### src/rtl/osc_plot_pkg.sv
// rtl/osc_plot_pkg.sv - shared constants and state type for the oscillator trace plotter
package osc_plot_pkg;

   localparam int FIX_W    = 18;
   localparam int FIX_FRAC = 16;

   localparam int H_RES_DEF       = 640;
   localparam int V_RES_DEF       = 480;
   localparam int Y_CENTER_DEF    = 240;
   localparam int Y_GAIN_LOG2_DEF = 7;

   localparam logic [7:0] RGB332_RED   = 8'hE0;
   localparam logic [7:0] RGB332_GREEN = 8'h1C;
   localparam logic [7:0] RGB332_BLACK = 8'h00;

   typedef enum logic [2:0] {
      ST_IDLE,
      ST_ERASE1,
      ST_ERASE2,
      ST_DRAW1,
      ST_DRAW2,
      ST_ADVANCE
   } plot_state_t;

endpackage

### src/rtl/fix_to_row.sv
// rtl/fix_to_row.sv - maps a signed 2.16 sample to a saturated screen row
module fix_to_row
   import osc_plot_pkg::*;
#(
   parameter int V_RES       = V_RES_DEF,
   parameter int Y_CENTER    = Y_CENTER_DEF,
   parameter int Y_GAIN_LOG2 = Y_GAIN_LOG2_DEF
) (
   input  logic signed [FIX_W-1:0] x,
   output logic        [8:0]       row
);

   logic signed [11:0] t;
   logic signed [11:0] row_s;

   // Arithmetic shift floors toward -inf; screen rows grow downward, hence the subtraction.
   assign t     = 12'(x >>> (FIX_FRAC - Y_GAIN_LOG2));
   assign row_s = $signed(12'(Y_CENTER)) - t;

   always_comb begin
      row = row_s[8:0];
      if (row_s < 0)
         row = '0;
      else if (row_s > $signed(12'(V_RES - 1)))
         row = 9'(V_RES - 1);
   end

endmodule

### src/rtl/osc_trace_plotter.sv
// rtl/osc_trace_plotter.sv - scrolling two-trace plotter; define PLOT_ERASE_EN for row memory and erase pass
module osc_trace_plotter
   import osc_plot_pkg::*;
#(
   parameter int         H_RES       = H_RES_DEF,
   parameter int         V_RES       = V_RES_DEF,
   parameter int         Y_CENTER    = Y_CENTER_DEF,
   parameter int         Y_GAIN_LOG2 = Y_GAIN_LOG2_DEF,
   parameter int         DECIM       = 1,
   parameter logic [7:0] COLOR1      = RGB332_RED,
   parameter logic [7:0] COLOR2      = RGB332_GREEN,
   parameter logic [7:0] COLOR_BG    = RGB332_BLACK
) (
   input  logic                    CLOCK_50,
   input  logic                    reset,
   input  logic                    smp_valid,
   output logic                    smp_ready,
   input  logic signed [FIX_W-1:0] x1,
   input  logic signed [FIX_W-1:0] x2,
   output logic                    vga_req,
   input  logic                    vga_ack,
   output logic        [9:0]       vga_x,
   output logic        [8:0]       vga_y,
   output logic        [7:0]       vga_color,
   output logic        [9:0]       vga_xCoord
);

   plot_state_t state, state_nxt;
   logic [9:0]  dec_cnt;
   logic [8:0]  row1, row2, y1_q, y2_q, y1_nxt;
   logic [17:0] prev_rows;
   logic        xfer, plot, ack_ok, at_right_edge;

   fix_to_row #(.V_RES(V_RES), .Y_CENTER(Y_CENTER), .Y_GAIN_LOG2(Y_GAIN_LOG2))
      u_row1 (.x(x1), .row(row1));
   fix_to_row #(.V_RES(V_RES), .Y_CENTER(Y_CENTER), .Y_GAIN_LOG2(Y_GAIN_LOG2))
      u_row2 (.x(x2), .row(row2));

   assign xfer          = smp_valid & smp_ready;
   assign plot          = xfer && (dec_cnt == 10'(DECIM - 1));
   assign ack_ok        = vga_req & vga_ack;
   assign at_right_edge = (vga_xCoord == 10'(H_RES - 1));
   // DRAW1 is entered on the transfer edge itself, before y1_q holds the new row.
   assign y1_nxt        = plot ? row1 : y1_q;

`ifdef PLOT_ERASE_EN
   logic        first_pass;
   logic [9:0]  rd_addr;
   logic [17:0] row_mem [H_RES];

   assign prev_rows = row_mem[rd_addr];

   always_ff @(posedge CLOCK_50)
      if (state == ST_ADVANCE)
         row_mem[vga_xCoord] <= {y1_q, y2_q};
`else
   assign prev_rows = '0;
`endif

   always_comb begin
      state_nxt = state;
      case (state)
         ST_IDLE:
            if (plot) begin
`ifdef PLOT_ERASE_EN
               state_nxt = first_pass ? ST_DRAW1 : ST_ERASE1;
`else
               state_nxt = ST_DRAW1;
`endif
            end
         ST_ERASE1:  if (ack_ok) state_nxt = ST_ERASE2;
         ST_ERASE2:  if (ack_ok) state_nxt = ST_DRAW1;
         ST_DRAW1:   if (ack_ok) state_nxt = ST_DRAW2;
         ST_DRAW2:   if (ack_ok) state_nxt = ST_ADVANCE;
         ST_ADVANCE: state_nxt = ST_IDLE;
         default:    state_nxt = ST_IDLE;
      endcase
   end

   always_ff @(posedge CLOCK_50 or posedge reset) begin
      if (reset) begin
         state      <= ST_IDLE;
         dec_cnt    <= '0;
         smp_ready  <= 1'b0;
         vga_req    <= 1'b0;
         vga_x      <= '0;
         vga_y      <= '0;
         vga_color  <= '0;
         vga_xCoord <= '0;
         y1_q       <= '0;
         y2_q       <= '0;
`ifdef PLOT_ERASE_EN
         first_pass <= 1'b1;
         rd_addr    <= '0;
`endif
      end else begin
         state     <= state_nxt;
         smp_ready <= (state_nxt == ST_IDLE);
         vga_req   <= state_nxt inside {ST_ERASE1, ST_ERASE2, ST_DRAW1, ST_DRAW2};

         if (xfer)
            dec_cnt <= plot ? '0 : dec_cnt + 10'd1;
         if (plot) begin
            y1_q <= row1;
            y2_q <= row2;
         end

         // Pixel outputs are loaded on entry to each write state and simply re-loaded while stalled.
         case (state_nxt)
            ST_ERASE1: begin
               vga_x     <= vga_xCoord;
               vga_y     <= prev_rows[17:9];
               vga_color <= COLOR_BG;
            end
            ST_ERASE2: begin
               vga_x     <= vga_xCoord;
               vga_y     <= prev_rows[8:0];
               vga_color <= COLOR_BG;
            end
            ST_DRAW1: begin
               vga_x     <= vga_xCoord;
               vga_y     <= y1_nxt;
               vga_color <= COLOR1;
            end
            ST_DRAW2: begin
               vga_x     <= vga_xCoord;
               vga_y     <= y2_q;
               vga_color <= COLOR2;
            end
            default: ;
         endcase

         if (state == ST_ADVANCE) begin
            vga_xCoord <= at_right_edge ? 10'd0 : vga_xCoord + 10'd1;
`ifdef PLOT_ERASE_EN
            rd_addr    <= at_right_edge ? 10'd0 : vga_xCoord + 10'd1;
            if (at_right_edge)
               first_pass <= 1'b0;
`endif
         end
      end
   end

endmodule

### config.mk
export PLATFORM = sky130hd
export DESIGN_NAME = osc_trace_plotter
export DESIGN_NICKNAME = d
export VERILOG_FILES = /design/src/rtl/osc_plot_pkg.sv /design/src/rtl/fix_to_row.sv /design/src/rtl/osc_trace_plotter.sv
export SDC_FILE = /design/constraint.sdc
export NUM_CORES = 1
export LEC_CHECK = 0
export CAP_MARGIN = 20
export CORE_ASPECT_RATIO = 1.1
export CORE_MARGIN = 2
export CORE_UTILIZATION = 35
export DETAILED_ROUTE_END_ITERATION = 6
export DONT_BUFFER_PORTS = 1
export PLACE_DENSITY_LB_ADDON = 0.15
export SYNTH_ARGS = -nofsm -noshare
export SYNTH_HDL_FRONTEND = slang
export SYNTH_SLANG_ARGS = --single-unit
### constraint.sdc
create_clock -name CLOCK_50 -period 2.6 [get_ports CLOCK_50]
set_input_delay 0.52 -clock CLOCK_50 [delete_from_list [all_inputs] [get_ports CLOCK_50]]
set_output_delay 0.52 -clock CLOCK_50 [all_outputs]
set_load 0.1 [all_outputs]
# == Word level (Yosys, flattened, before mapping) ==
# Cells that the tools add are included.
# word_totals
register_bits,70
output_inout_bits,39
# classes
n_addsub,4
n_lt_le_gt_ge,4
eq_ne,10
mux,15
n_bitwise,2
reduce_logical,8
# op_table
cell,n
$mux W9,5
$pmux W9 S3,1
$pmux W8 S3,1
$add A10 B1 Y10 const B,2
$gt A10 B10 Y1 const B,2
$lt A10 B1 Y1 const B,2
$mux W10,2
$sub A9 B9 Y10 const A,2
$mux W3,5
$pmux W3 S5,1
$eq A3 B2 Y1 const B,4
$eq A10 B10 Y1 const B,1
$logic_not A10 Y1,1
$eq A3 B3 Y1 const B,3
$eq A3 B1 Y1 const B,2
$logic_not A3 Y1,2
$reduce_bool A4 Y1,1
$reduce_or A4 Y1,1
$reduce_bool A3 Y1,1
$and A1 B1 Y1,2
$reduce_or A2 Y1,1
$logic_and A1 B1 Y1,1

# == Logic depth before layout (Yosys ltp) ==
# Gate-level depths: netlist of the first run.
# depth
ltp_word,7
mapped_depth,10

# == Cells and area by module ==
# From an unflattened synthesis of the first run, not the netlist that was laid out.
# unflattened
cells_unflattened,330
area_unflattened_um2,3405.8
# by_module_without_submodules
module,instances,cells_per_inst,area_each_um2
osc_trace_plotter,1,248,2842.7
fix_to_row,2,41,281.5

# == Worst setup path before layout of the first run ==
# Ideal clock, no wire load.
# synth_path
kind,register to register
startpoint,register vga_req
endpoint,register vga_y[7]
setup_ps,126
t_arrival_ps,2381
required_ps,2474
path_slack_ps,93
stages_incl_launch_ff,7
n_path_buf,1
period_less_slack_ps,2507
cell_sequence,dfrtp_1 > and2_1 > clkbuf_1 > nor3_1 > nor3_1 > a211oi_1 > a221o_1
# synth_between
elab_chain_len,6
# synth_lines
item,line,text
start: declaration,osc_trace_plotter.sv:20,"output logic vga_req,"
start signal: assignment,osc_trace_plotter.sv:99,"vga_req <= state_nxt inside {ST_ERASE1, ST_ERASE2, ST_DRAW1, ST_DRAW2};"
$and A1 B1 Y1 (*),osc_trace_plotter.sv:41,assign ack_ok = vga_req & vga_ack;
$mux W3 (on tied branches),-,
$pmux W3 S5 (*),osc_trace_plotter.sv:62,case (state)
$eq A3 B1 Y1 or $eq A3 B2 Y1 (tied branches),osc_trace_plotter.sv:109,case (state_nxt)
$reduce_or A2 Y1 (no line),-,
$pmux W9 S3 or $reduce_bool A3 Y1 (tied branches),-,
end signal: assignment,osc_trace_plotter.sv:112,vga_y <= prev_rows[17:9];
end signal: assignment,osc_trace_plotter.sv:117,vga_y <= prev_rows[8:0];
end signal: assignment,osc_trace_plotter.sv:122,vga_y <= y1_nxt;
end: declaration,osc_trace_plotter.sv:23,"output logic [8:0] vga_y,"
# Mark *: on every way between the ends. The rest lies on a longest branch, timed or not.
# A chain may end at the register's enable or synchronous reset.

# == Worst setup path after layout of the first run ==
# layout_path
startpoint,register dec_cnt[3]
endpoint,register vga_y[0]
# layout_between
elab_chain_len,7
# layout_lines
item,line,text
start: declaration,osc_trace_plotter.sv:29,logic [9:0] dec_cnt;
start signal: assignment,osc_trace_plotter.sv:102,dec_cnt <= plot ? '0 : dec_cnt + 10'd1;
$logic_not A10 Y1 (*),osc_trace_plotter.sv:40,assign plot = xfer && (dec_cnt == 10'(DECIM - 1));
$logic_and A1 B1 Y1 (*),osc_trace_plotter.sv:40,
$mux W3,osc_trace_plotter.sv:64,if (plot) begin
$pmux W3 S5,osc_trace_plotter.sv:62,
$eq A3 B1 Y1 or $eq A3 B2 Y1 (tied branches),osc_trace_plotter.sv:109,
$reduce_or A2 Y1 (no line),-,
$pmux W9 S3 or $reduce_bool A3 Y1 (tied branches),-,
# Marks and branches as above.

==> summary.md, run 1 <==
| Metric | Value |
|---|---|
| Outcome | completed |
| Crit share post-route | 0.866 |
| Tmin final | ~2.3 ns |
| Final WS setup | between 0.3 and 0.4 ns |
| Pin count of the biggest net entering global routing | 28 |
| Fmax | roughly 0.44 GHz |
| Final setup TNS | 0 ns |
| Reg2reg end | vga_y[0] |
| GRT Total Usage | 0.154 |
| Die area | roughly 0.010 sq mm |
| Cell count after placement | roughly 480 |
| Die width | just under 100 um |
| Initial DRC count | 92 |
| Routed length per instance | roughly 15 um |
| Synth cell count leaders | nand2_1 (71), dfrtp_1 (64), nor2_1 (23) |
| Area share of the largest cell type after synthesis | 0.477 |
| RSZ-0062 raised after global routing | false |
| Final Power | around 2300 uW |
| Global route total overflow | 0 |
| Critical path launch point type | flop |
| Resize count post-CTS | 0 |
| Mean Syn Cell Area | around 9.4 sq um |
| Placer Congestion | approximately 0.76 |
| Gate Count Post-Synth | 357 |
| Flops & latches, synth | 64 |
| DRC | 0 |
| Total Wirelength | roughly 7400 um |
| FP Rows | 37 |
| Slew Viols, Final | 0 |
| Post-DP HPWL | between 5000 and 6000 um |
| Proportion of layout cells with a drive suffix above 1 | 0.141 |
| Reg clk slew, reported paths | 0.07 ns |
| Post-route ant nets | 0 |
| Top-count cell post-synth | nand2_1 |
| Leakage | 0.00187 uW |
| WP data arrival | ~2.5 ns |
| Non-Filler Instances | between 400 and 500 |
| Post CTS Setup Buffer Count | 0 |
| Register area share after synthesis | 0.477 |
| # nets final | 422 |
| Total of max-cap violations | 0 |
| VDD IR max | ~0.26 mV |
| DR pass1 iterations | 4 |
| Routed vias/inst | approximately 5.2 |
| Core Region | 0.00935 sq mm |
| Min-Delay Path Class | in2async |
| TritonCTS clock tree | built |
| Synth cell types | 57 |
| TritonCTS buffer count | 9 |
| Reg2Reg Setup Slack | around 0.35 ns |
| Reg-to-reg startpoint | dec_cnt[3] |
| Place WS | 0.306 ns |
| Area leader, netlist | dfrtp_1 |
| Clock buffer depth | 2 |
| WP data required | between 2 and 3 ns |
| Worst Skew | ~0.008 ns |
| H-tree depth | 3 |
| Endpoint class of the critical path | flop |
| Final Hold Viols | 0 |
| # IOs | 79 |
| First-pass GRT wire length | between 10,000 and 15,000 um |
| Port buffer count | 0 |
| Top_reg_cell synth | dfrtp_1 |
| Slew @ Worst Pin | just over 0.9 ns |
| Critical path class | reg2reg |
| P&R area growth vs syn | 14.2% |
| Async SR Flop Fraction | 1.00 |
| Worst Reg-to-Reg Cells | 6 |
| Critical Path Fanout Max | 17 |
| Top post-synthesis cells by area | dfrtp_1 (48%), nand2_1 (7.9%), xnor2_1 (5.2%) |
| Post-synth EDFFs | 0 |
| Vias in the first global route | ~2,600 |
| Final number of setup-violating endpoints | 0 |
| Mapped Area | roughly 0.0034 sq mm |
| # hold bufs at CTS | 0 |
| CTS Root Cell | clkbuf_8 |
| CTS sink count | 64 |
| Max-slew headroom | 0.378 |
| Via count | between 2,000 and 3,000 |
| Ant diodes | 0 |
| Synth Warn # | 0 |
| Initial antenna violation count | 0 |
| Die Y | 107 um |
| Worst-Skew Late Latency | roughly 0.34 ns |
| Pwr dens | about 600 mW/mm^2 |
| Initial core utilization | 0.359 |
-- worst max-delay path by stage --
stage                     startpoint  slack [ns]  depth (start not counted)       end
final                     dec_cnt[3]        0.35                          6  vga_y[0]
after CTS                 dec_cnt[3]        0.35                          6  vga_y[0]
after global placement    dec_cnt[3]        0.35                          6  vga_y[0]
after global routing      dec_cnt[6]        0.25                          6  vga_y[0]
after detailed placement       x1[9]        0.31                          7  vga_y[3]
after floorplan              vga_req        0.09                          6  vga_y[7]
-- kinds of logic (layout without fill, tap and decap cells) --
logic type / after synthesis / count (layout) / synth area share
adder cells (fa/ha/maj): 5 / 5 / 0.0186
XOR/XNOR: 23 / 23 / 0.0600
multiplexers: 3 / 3 / 0.00932
AO/OA/AOI/OAI: 78 / 78 / 0.167
buffers and inverters: 32 / 56 / 0.0518
other: 1 / 2 / 0.00112
flip-flops: 64 / 64 / 0.477
AND/OR/NAND/NOR: 151 / 151 / 0.215
-- routing by layer --
layer | routed length (um) | GRT usage | up-vias | part of all wire
met5 | 0 | 0 | - | 0
met4 | 121 | 0.0635 | 0 | 0.016
met3 | 396 | 0.0404 | 12 | 0.053
met2 | 3500 | 0.247 | 54 | 0.47
met1 | 3410 | 0.198 | 1207 | 0.46
li1 | - | - | 1299 | -
-- cell usage in the layout (no fill, tap or decap), drive strengths merged, types with 4 or more instances in the layout --
cell type   n
a211oi      5
a21o        9
a21oi      11
a221o       8
a221oi      4
a22oi       4
buf        27
clkbuf     14
dfrtp      64
ha          5
inv        12
nand2      71
nand3       5
nand4       6
nor2       23
nor3       11
o211a       4
o21ai      21
or3         8
xnor2      20
-- power by group --
group          leakage (uW)  internal (uW)  switching (uW)
sequential         0.000861           1040            47.4
combinational      0.000886           84.1             111
clock              0.000123            646             377
-- cell type report --
type / count / area (sq um)
clock buffers: 14 / 183
repair buffers: 27 / 203
flip-flops and latches: 64 / 1600
fillers: 924 / 5520
inverters: 13 / 53.8
multi-input cells: 262 / 1590
clock inverters: 2 / 60.1
well taps: 117 / 146
-- through the flow --
step                       util  cell area [sq um]  hold slack (ns)
after global placement    0.384               3590            0.443
after detailed placement  0.384               3590            0.452
final                     0.410               3830            0.128
after CTS                 0.410               3830            0.135
after floorplan               -               3360            0.433
after global routing      0.410               3830            0.173
-- state kept, by name (all words and copies together) (netlist names) --
signal      count
vga_color       2
dec_cnt        10
smp_ready       1
y2_q            9
state           3
vga_xCoord     10
vga_x          10
y1_q            9
vga_y           9
vga_req         1
-- worst max-delay path, stage by stage (launching register included) --
cell	delay [ns]
dfrtp_1	0.41
or4_4	0.57
o31a_1	0.40
a21o_1	0.30
clkinv_4	0.17
nand2_1	0.06
o221a_2	0.24
(Power assumes the default switching activity.)
==> run 2, diff against run 1 <==
--- a/config.mk
+++ b/config.mk
@@ -8,7 +8,7 @@
 export CAP_MARGIN = 20
 export CORE_ASPECT_RATIO = 1.1
 export CORE_MARGIN = 2
-export CORE_UTILIZATION = 35
+export CORE_UTILIZATION = 30
 export DETAILED_ROUTE_END_ITERATION = 6
 export DONT_BUFFER_PORTS = 1
 export PLACE_DENSITY_LB_ADDON = 0.15
==> summary.md, run 2 (same netlist as run 1, synthesis figures left out) <==
| Metric | Value |
|---|---|
| CP max-delay cell | or3_1 (was or4_4) |
| Tmin final | 2.35 ns (was 2.25 ns) |
| Total Wirelength | 7800 um (was 7430 um) |
| Max-slew headroom | 0.378 (about the same) |
| Worst Skew | 0.00440 ns (was 0.00796 ns) |
| Fill count | 1,147 (was 924) |
| VDD IR max | 0.208 mV (was 0.259 mV) |
| Biggest regs | dec_cnt: 10 flops, vga_xCoord: 10 flops, vga_x: 10 flops (unchanged) |
| Reg2Reg Setup Slack | 0.25 ns (was 0.35 ns) |
| Most frequent cells in the layout | nand2_1 (71), dfrtp_1 (62), buf_4 (26), nor2_1 (23), xnor2_1 (20) (was nand2_1 (71), dfrtp_1 (62), buf_4 (27), nor2_1 (23), xnor2_1 (20)) |
| # nets final | 422 (unchanged) |
| Initial DRC count | 143 (was 92) |
| Leakage | 0.00191 uW (was 0.00187 uW) |
| DR pass1 iterations | 5 (was 4) |
| Proportion of layout cells with a drive suffix above 1 | 0.144 (was 0.141) |
| First-pass GRT wire length | 13,300 um (was 12,700 um) |
| Core Region | 0.0109 sq mm (was 0.00935 sq mm) |
| Multi-input gate area | 0.00159 sq mm (unchanged) |
| Crit share post-route | 0.905 (was 0.866) |
| H-tree depth | 3 (unchanged) |
| Slew Viols, Final | 0 (unchanged) |
| RSZ-0062 raised after global routing | false (unchanged) |
| WP data required | 2.87 ns (was 2.83 ns) |
| Endpoint class of the critical path | flop (unchanged) |
| Worst-Skew Late Latency | 0.33 ns (was 0.34 ns) |
| Final Hold Viols | 0 (unchanged) |
| Critical path launch point type | flop (unchanged) |
| Slew @ Worst Pin | 0.933 ns (about the same) |
| Initial antenna violation count | 0 (unchanged) |
| CP peak stage delay | 0.73 ns (was 0.57 ns) |
| GRT Total Usage | 0.141 (was 0.154) |
| Final Power | 2580 uW (was 2300 uW) |
| Vias in the first global route | 2,623 (was 2,560) |
| Placed cell area | 0.00364 sq mm (was 0.00359 sq mm) |
| Reg clk slew, reported paths | 0.05 ns (was 0.07 ns) |
| Worst path cell trace | or4_4, or3_1, nor3_2, a221o_1 (was or4_4, o31a_1, a21o_1, clkinv_4, nand2_1, o221a_2) |
| WP data arrival | 2.62 ns (was 2.48 ns) |
| Final setup TNS | 0 ns (unchanged) |
| Min-Delay Path Class | in2async (unchanged) |
| Die width | 105 um (was 97.4 um) |
| Pin count of the biggest net entering global routing | 33 (was 28) |
| CTS Root Cell | clkbuf_16 (was clkbuf_8) |
| Most common cell after layout, fill and taps aside | nand2_1 (unchanged) |
| Worst Path Buf+Inv | 0 (was 1) |
| TritonCTS buffer count | 9 (unchanged) |
| Post-DP HPWL | 5640 um (was 5410 um) |
| Critical Path Fanout Max | 20 (was 17) |
| Routed length per instance | 14.7 um (was 14.9 um) |
| Via count | 2,638 (was 2,572) |
| Resize count post-CTS | 0 (unchanged) |
| Pwr dens | 651 mW/mm^2 (was 601 mW/mm^2) |
| # hold bufs at CTS | 0 (unchanged) |
| Area taken by flip-flops and latches | 0.00160 sq mm (unchanged) |
| Final number of setup-violating endpoints | 0 (unchanged) |
| Routed vias/inst | 4.99 (was 5.15) |
| Core Util, Final | 0.363 (was 0.410) |
| Fmax | 0.425 GHz (was 0.444 GHz) |
| CTS sink count | 64 (unchanged) |
| Initial core utilization | 0.308 (was 0.359) |
| P&R area growth vs syn | 18.1% (was 14.2%) |
| Post CTS Setup Buffer Count | 0 (unchanged) |
| # IOs | 79 (unchanged) |
| DRC | 0 (unchanged) |
| Ant diodes | 0 (unchanged) |
| Clock buffer depth | 2 (unchanged) |
| FP Rows | 40 (was 37) |
| Finished Cell Area | 0.00396 sq mm (was 0.00383 sq mm) |
| TritonCTS clock tree | built (unchanged) |
| Outcome | completed (unchanged) |
| Critical path class | reg2reg (unchanged) |
| Port buffer count | 0 (unchanged) |
| Die Y | 115 um (was 107 um) |
| Placer Congestion | 0.788 (was 0.757) |
| Worst path top cell family by delay | simple AND/OR/NAND/NOR gates (was compound AO/OA/AOI/OAI gates) |
| Total of max-cap violations | 0 (unchanged) |
| Die area | 0.0121 sq mm (was 0.0104 sq mm) |
| Post-route ant nets | 0 (unchanged) |
| Global route total overflow | 0 (unchanged) |
run 2: final timing paths:
check                                to        from  cells after the start
max reg2reg                     y2_q[2]  dec_cnt[3]                      4
min                            vga_x[1]       reset                      2
min reg2reg                  dec_cnt[9]  dec_cnt[9]                      1
min in group CLOCK_50           y2_q[0]       x2[9]                      1
max                             y2_q[2]  dec_cnt[3]                      4
max in group asynchronous  vga_color[6]       reset                      2
run 2: layer usage:
| metal | vias to the layer above | wire, um | track usage |
|---|---|---|---|
| met5 | - | 0 | 0 |
| met4 | 0 | 219 | 0.0844 |
| met3 | 15 | 421 | 0.0346 |
| met2 | 76 | 3550 | 0.223 |
| met1 | 1237 | 3610 | 0.177 |
| li1 | 1310 | - | - |
run 2: area by class of cell:
type / instances / area share
clock inverter: 6 / 0.0208
clock buffer: 10 / 0.0603
timing repair buffer: 27 / 0.0543
tap: 147 / 0.0464
multi-input combinational: 262 / 0.400
sequential: 64 / 0.405
inverter: 13 / 0.0136
run 2: metrics by stage:
step                cells  worst slack, ns  hold slack, ns
finish                529            0.246           0.162
detailed placement    513            0.238           0.464
CTS                   529            0.232           0.186
global placement      513            0.240           0.447
floorplan             358           0.0928           0.433
global route          529           0.0780           0.209
run 2: worst reg2reg max path, delay by kind of cell (launching register included):
kind            cells  cell delay (ns)
compound gates      1             0.16
flops               1             0.40
simple gates        3             1.72
run 2: power by group:
part	switching, uW	internal (uW)
clock	439	859
combinational	110	84.4
sequential	48.3	1040
total	597	1980
==> run 3, diff against run 2 <==
--- a/config.mk
+++ b/config.mk
@@ -14,4 +14,5 @@
 export PLACE_DENSITY_LB_ADDON = 0.15
 export SYNTH_ARGS = -nofsm -noshare
 export SYNTH_HDL_FRONTEND = slang
+export SYNTH_HIERARCHICAL = 1
 export SYNTH_SLANG_ARGS = --single-unit
==> summary.md, run 3 <==
| Metric | Value |
|---|---|
| Post-synthesis adder-cell area fraction | 0.0184 (was 0.0186) |
| Max-slew headroom | 0.293 (was 0.378) |
| Proportion of layout cells with a drive suffix above 1 | 0.154 (was 0.144) |
| Mapped Area | 0.00341 sq mm (was 0.00336 sq mm) |
| Pin count of the biggest net entering global routing | 41 (was 33) |
| Post-synthesis mux area share | 0.0952 (was 0.00932) |
| Slew Viols, Final | 0 (unchanged) |
| Synth Warn # | 6 (was 0) |
| WP data required | 2.80 ns (was 2.87 ns) |
| Routed vias/inst | 4.85 (was 4.99) |
| Placer Congestion | 0.800 (was 0.788) |
| TritonCTS clock tree | built (unchanged) |
| Met3 usage | 0.0478 (was 0.0346) |
| CP max-delay cell | a2bb2oi_1 (was or3_1) |
| Core Region | 0.0110 sq mm (was 0.0109 sq mm) |
| RSZ-0062 raised after global routing | false (unchanged) |
| Crit share post-route | 0.877 (was 0.905) |
| Reg clk slew, reported paths | 0.05 ns (about the same) |
| Post-route ant nets | 0 (unchanged) |
| Worst-Skew Late Latency | 0.33 ns (about the same) |
| Ant diodes | 0 (unchanged) |
| Vias in the first global route | 2,377 (was 2,623) |
| Async SR Flop Fraction | 1.00 (unchanged) |
| Tmin final | 2.28 ns (was 2.35 ns) |
| Clock buffer depth | 2 (unchanged) |
| Fmax | 0.438 GHz (was 0.425 GHz) |
| Register area share after synthesis | 0.470 (was 0.477) |
| FP Rows | 40 (unchanged) |
| Pwr dens | 1140 mW/mm^2 (was 651 mW/mm^2) |
| Final Hold Viols | 0 (unchanged) |
| Port buffer count | 0 (unchanged) |
| Area leader, netlist | dfrtp_1 (unchanged) |
| TritonCTS buffer count | 9 (unchanged) |
| Post CTS Setup Buffer Count | 0 (unchanged) |
| DR pass1 iterations | 4 (was 5) |
| GR Layer Usage met2 | 0.202 (was 0.223) |
| Outcome | completed (unchanged) |
| CTS Root Cell | clkbuf_16 (unchanged) |
| # nets final | 391 (was 422) |
| CP peak stage delay | 0.67 ns (was 0.73 ns) |
| Routed length per instance | 14.5 um (was 14.7 um) |
| Total Wirelength | 7220 um (was 7800 um) |
| WP data arrival | 2.49 ns (was 2.62 ns) |
| Gr busiest metal | met2 (unchanged) |
| Critical path launch point type | flop (unchanged) |
| Top_reg_cell synth | dfrtp_1 (unchanged) |
| Min-Delay Path Class | in2async (unchanged) |
| Resize count post-CTS | 0 (unchanged) |
| Post-synth EDFFs | 0 (unchanged) |
| Initial DRC count | 41 (was 143) |
| Worst Reg-to-Reg Cells | 5 (was 4) |
| Top-count cell post-synth | dfrtp_1 (was nand2_1) |
| Most common cell after layout, fill and taps aside | dfrtp_1 (was nand2_1) |
| Worst Skew | 0.00371 ns (was 0.00440 ns) |
| Flops & latches, synth | 64 (unchanged) |
| Final setup TNS | 0 ns (unchanged) |
| Worst path cell trace | nand4_1, a2bb2oi_1, or2b_1, buf_4, mux2_1 (was or4_4, or3_1, nor3_2, a221o_1) |
| Xor and xnor area share after synthesis | 0.0566 (was 0.0600) |
| Final number of setup-violating endpoints | 0 (unchanged) |
| Initial antenna violation count | 0 (unchanged) |
| Biggest regs | dec_cnt: 10 flops, vga_xCoord: 10 flops, vga_x: 10 flops (unchanged) |
| Total of max-cap violations | 0 (unchanged) |
| Critical path class | reg2reg (unchanged) |
| Mean Syn Cell Area | 10.3 sq um (was 9.40 sq um) |
| GRT Total Usage | 0.124 (was 0.141) |
| Slew @ Worst Pin | 1.06 ns (was 0.933 ns) |
| Initial core utilization | 0.309 (was 0.308) |
| Die width | 106 um (was 105 um) |
| Synth cell count leaders | dfrtp_1 (64), nor2_1 (31), nand2_1 (24) (was nand2_1 (71), dfrtp_1 (64), nor2_1 (23)) |
| DRC | 0 (unchanged) |
| Synth Area in Compound Gates | 0.138 (was 0.167) |
| Final Power | 4510 uW (was 2580 uW) |
| Via count | 2,417 (was 2,638) |
| P&R area growth vs syn | 16.2% (was 18.1%) |
| VDD IR max | 0.909 mV (was 0.208 mV) |
| Die Y | 116 um (was 115 um) |
| First-pass GRT wire length | 11,900 um (was 13,300 um) |
| CTS sink count | 64 (unchanged) |
| Synth cell types | 46 (was 57) |
| Gate Count Post-Synth | 330 (was 357) |
| Critical Path Fanout Max | 21 (was 20) |
| Leakage | 0.00196 uW (was 0.00191 uW) |
| Most frequent cells in the layout | dfrtp_1 (62), nor2_1 (31), nand2_1 (24), inv_1 (22), buf_4 (21) (was nand2_1 (71), dfrtp_1 (62), buf_4 (26), nor2_1 (23), xnor2_1 (20)) |
| Die area | 0.0122 sq mm (was 0.0121 sq mm) |
| Area share of the largest cell type after synthesis | 0.470 (was 0.477) |
| Global route total overflow | 0 (unchanged) |
| Met1 Resource Use GR | 0.155 (was 0.177) |
| # hold bufs at CTS | 0 (unchanged) |
| H-tree depth | 3 (unchanged) |
| Post-DP HPWL | 5260 um (was 5640 um) |
| Simple-Gate Fraction of Synth Area | 0.163 (was 0.215) |
| Endpoint class of the critical path | flop (unchanged) |
| Largest family of logic cells by synthesized area | simple AND/OR/NAND/NOR gates (unchanged) |
| # IOs | 79 (unchanged) |
| Top post-synthesis cells by area | dfrtp_1 (47%), mux2_1 (6.3%), nor2_1 (3.4%) (was dfrtp_1 (48%), nand2_1 (7.9%), xnor2_1 (5.2%)) |
==> run 3: changes by cell type after synthesis, sizes merged, moves of 11 or more <==
cell,delta
nand2,-47
inv,+11
o21a,+13
mux2,+18
==> run 3: critical path, delay by kind of cell, from the launching register on <==
| family | cells | cell delay (ns) |
|---|---|---|
| compound gates | 1 | 0.67 |
| mux | 1 | 0.34 |
| buf+inv | 1 | 0.23 |
| simple gates | 2 | 0.45 |
| flops | 1 | 0.48 |
==> run 3: worst paths after layout <==
kind | startpoint | to | slack [ns]
worst max-delay path | state[0] | vga_x[9] | 0.32
worst min-delay path | reset | vga_x[1] | 0.13
worst max register to register | state[0] | vga_x[9] | 0.32
worst min register to register | y1_q[3] | y1_q[3] | 0.48
max in group asynchronous | reset | vga_color[6] | 1.85
min in group CLOCK_50 | vga_ack | state[2] | 0.44
==> run 3: cell type report <==
type	instances	area, sq um
inverters	23	86.3
well taps	147	184
fillers	1155	7050
multi-input cells	225	1610
flip-flops and latches	64	1600
clock inverters	6	35.0
repair buffers	23	198
clock buffers	10	239
==> run 3: cells by family after synthesis <==
kind of cell               after synthesis
buffers and inverters                   42
other                                    1
adders and majority gates                5
xor gates and xnor gates                22
muxes                                   30
AOI/OAI and AO/OA                       62
and+or+nand+nor                        104
DFF                                     64
==> run 3: metal layers <==
layer  up-vias  part of all wire
met1      1165              0.46
met4         0             0.011
li1       1195                 -
met2        48              0.47
met5         -                 0
met3         9             0.065
==> run 3: power breakdown <==
group | leakage [uW] | internal (uW) | switching [uW]
registers | 0.000853 | 1170 | 646
logic | 0.000973 | 478 | 1130
clock network | 0.000134 | 663 | 430
==> run 3: stage by stage <==
step            util  worst slack [ns]  std cells  hold slack [ns]  instance area (sq um)
2_1_floorplan      -            0.0559        331            0.450                   3410
3_3_place_gp   0.335            0.0522        482            0.469                   3680
3_5_place_dp   0.335            0.0299        482            0.477                   3680
4_1_cts        0.359             0.284        498            0.148                   3960
5_1_grt        0.359             0.102        498            0.178                   3960
6_report       0.359             0.319        498            0.126                   3960
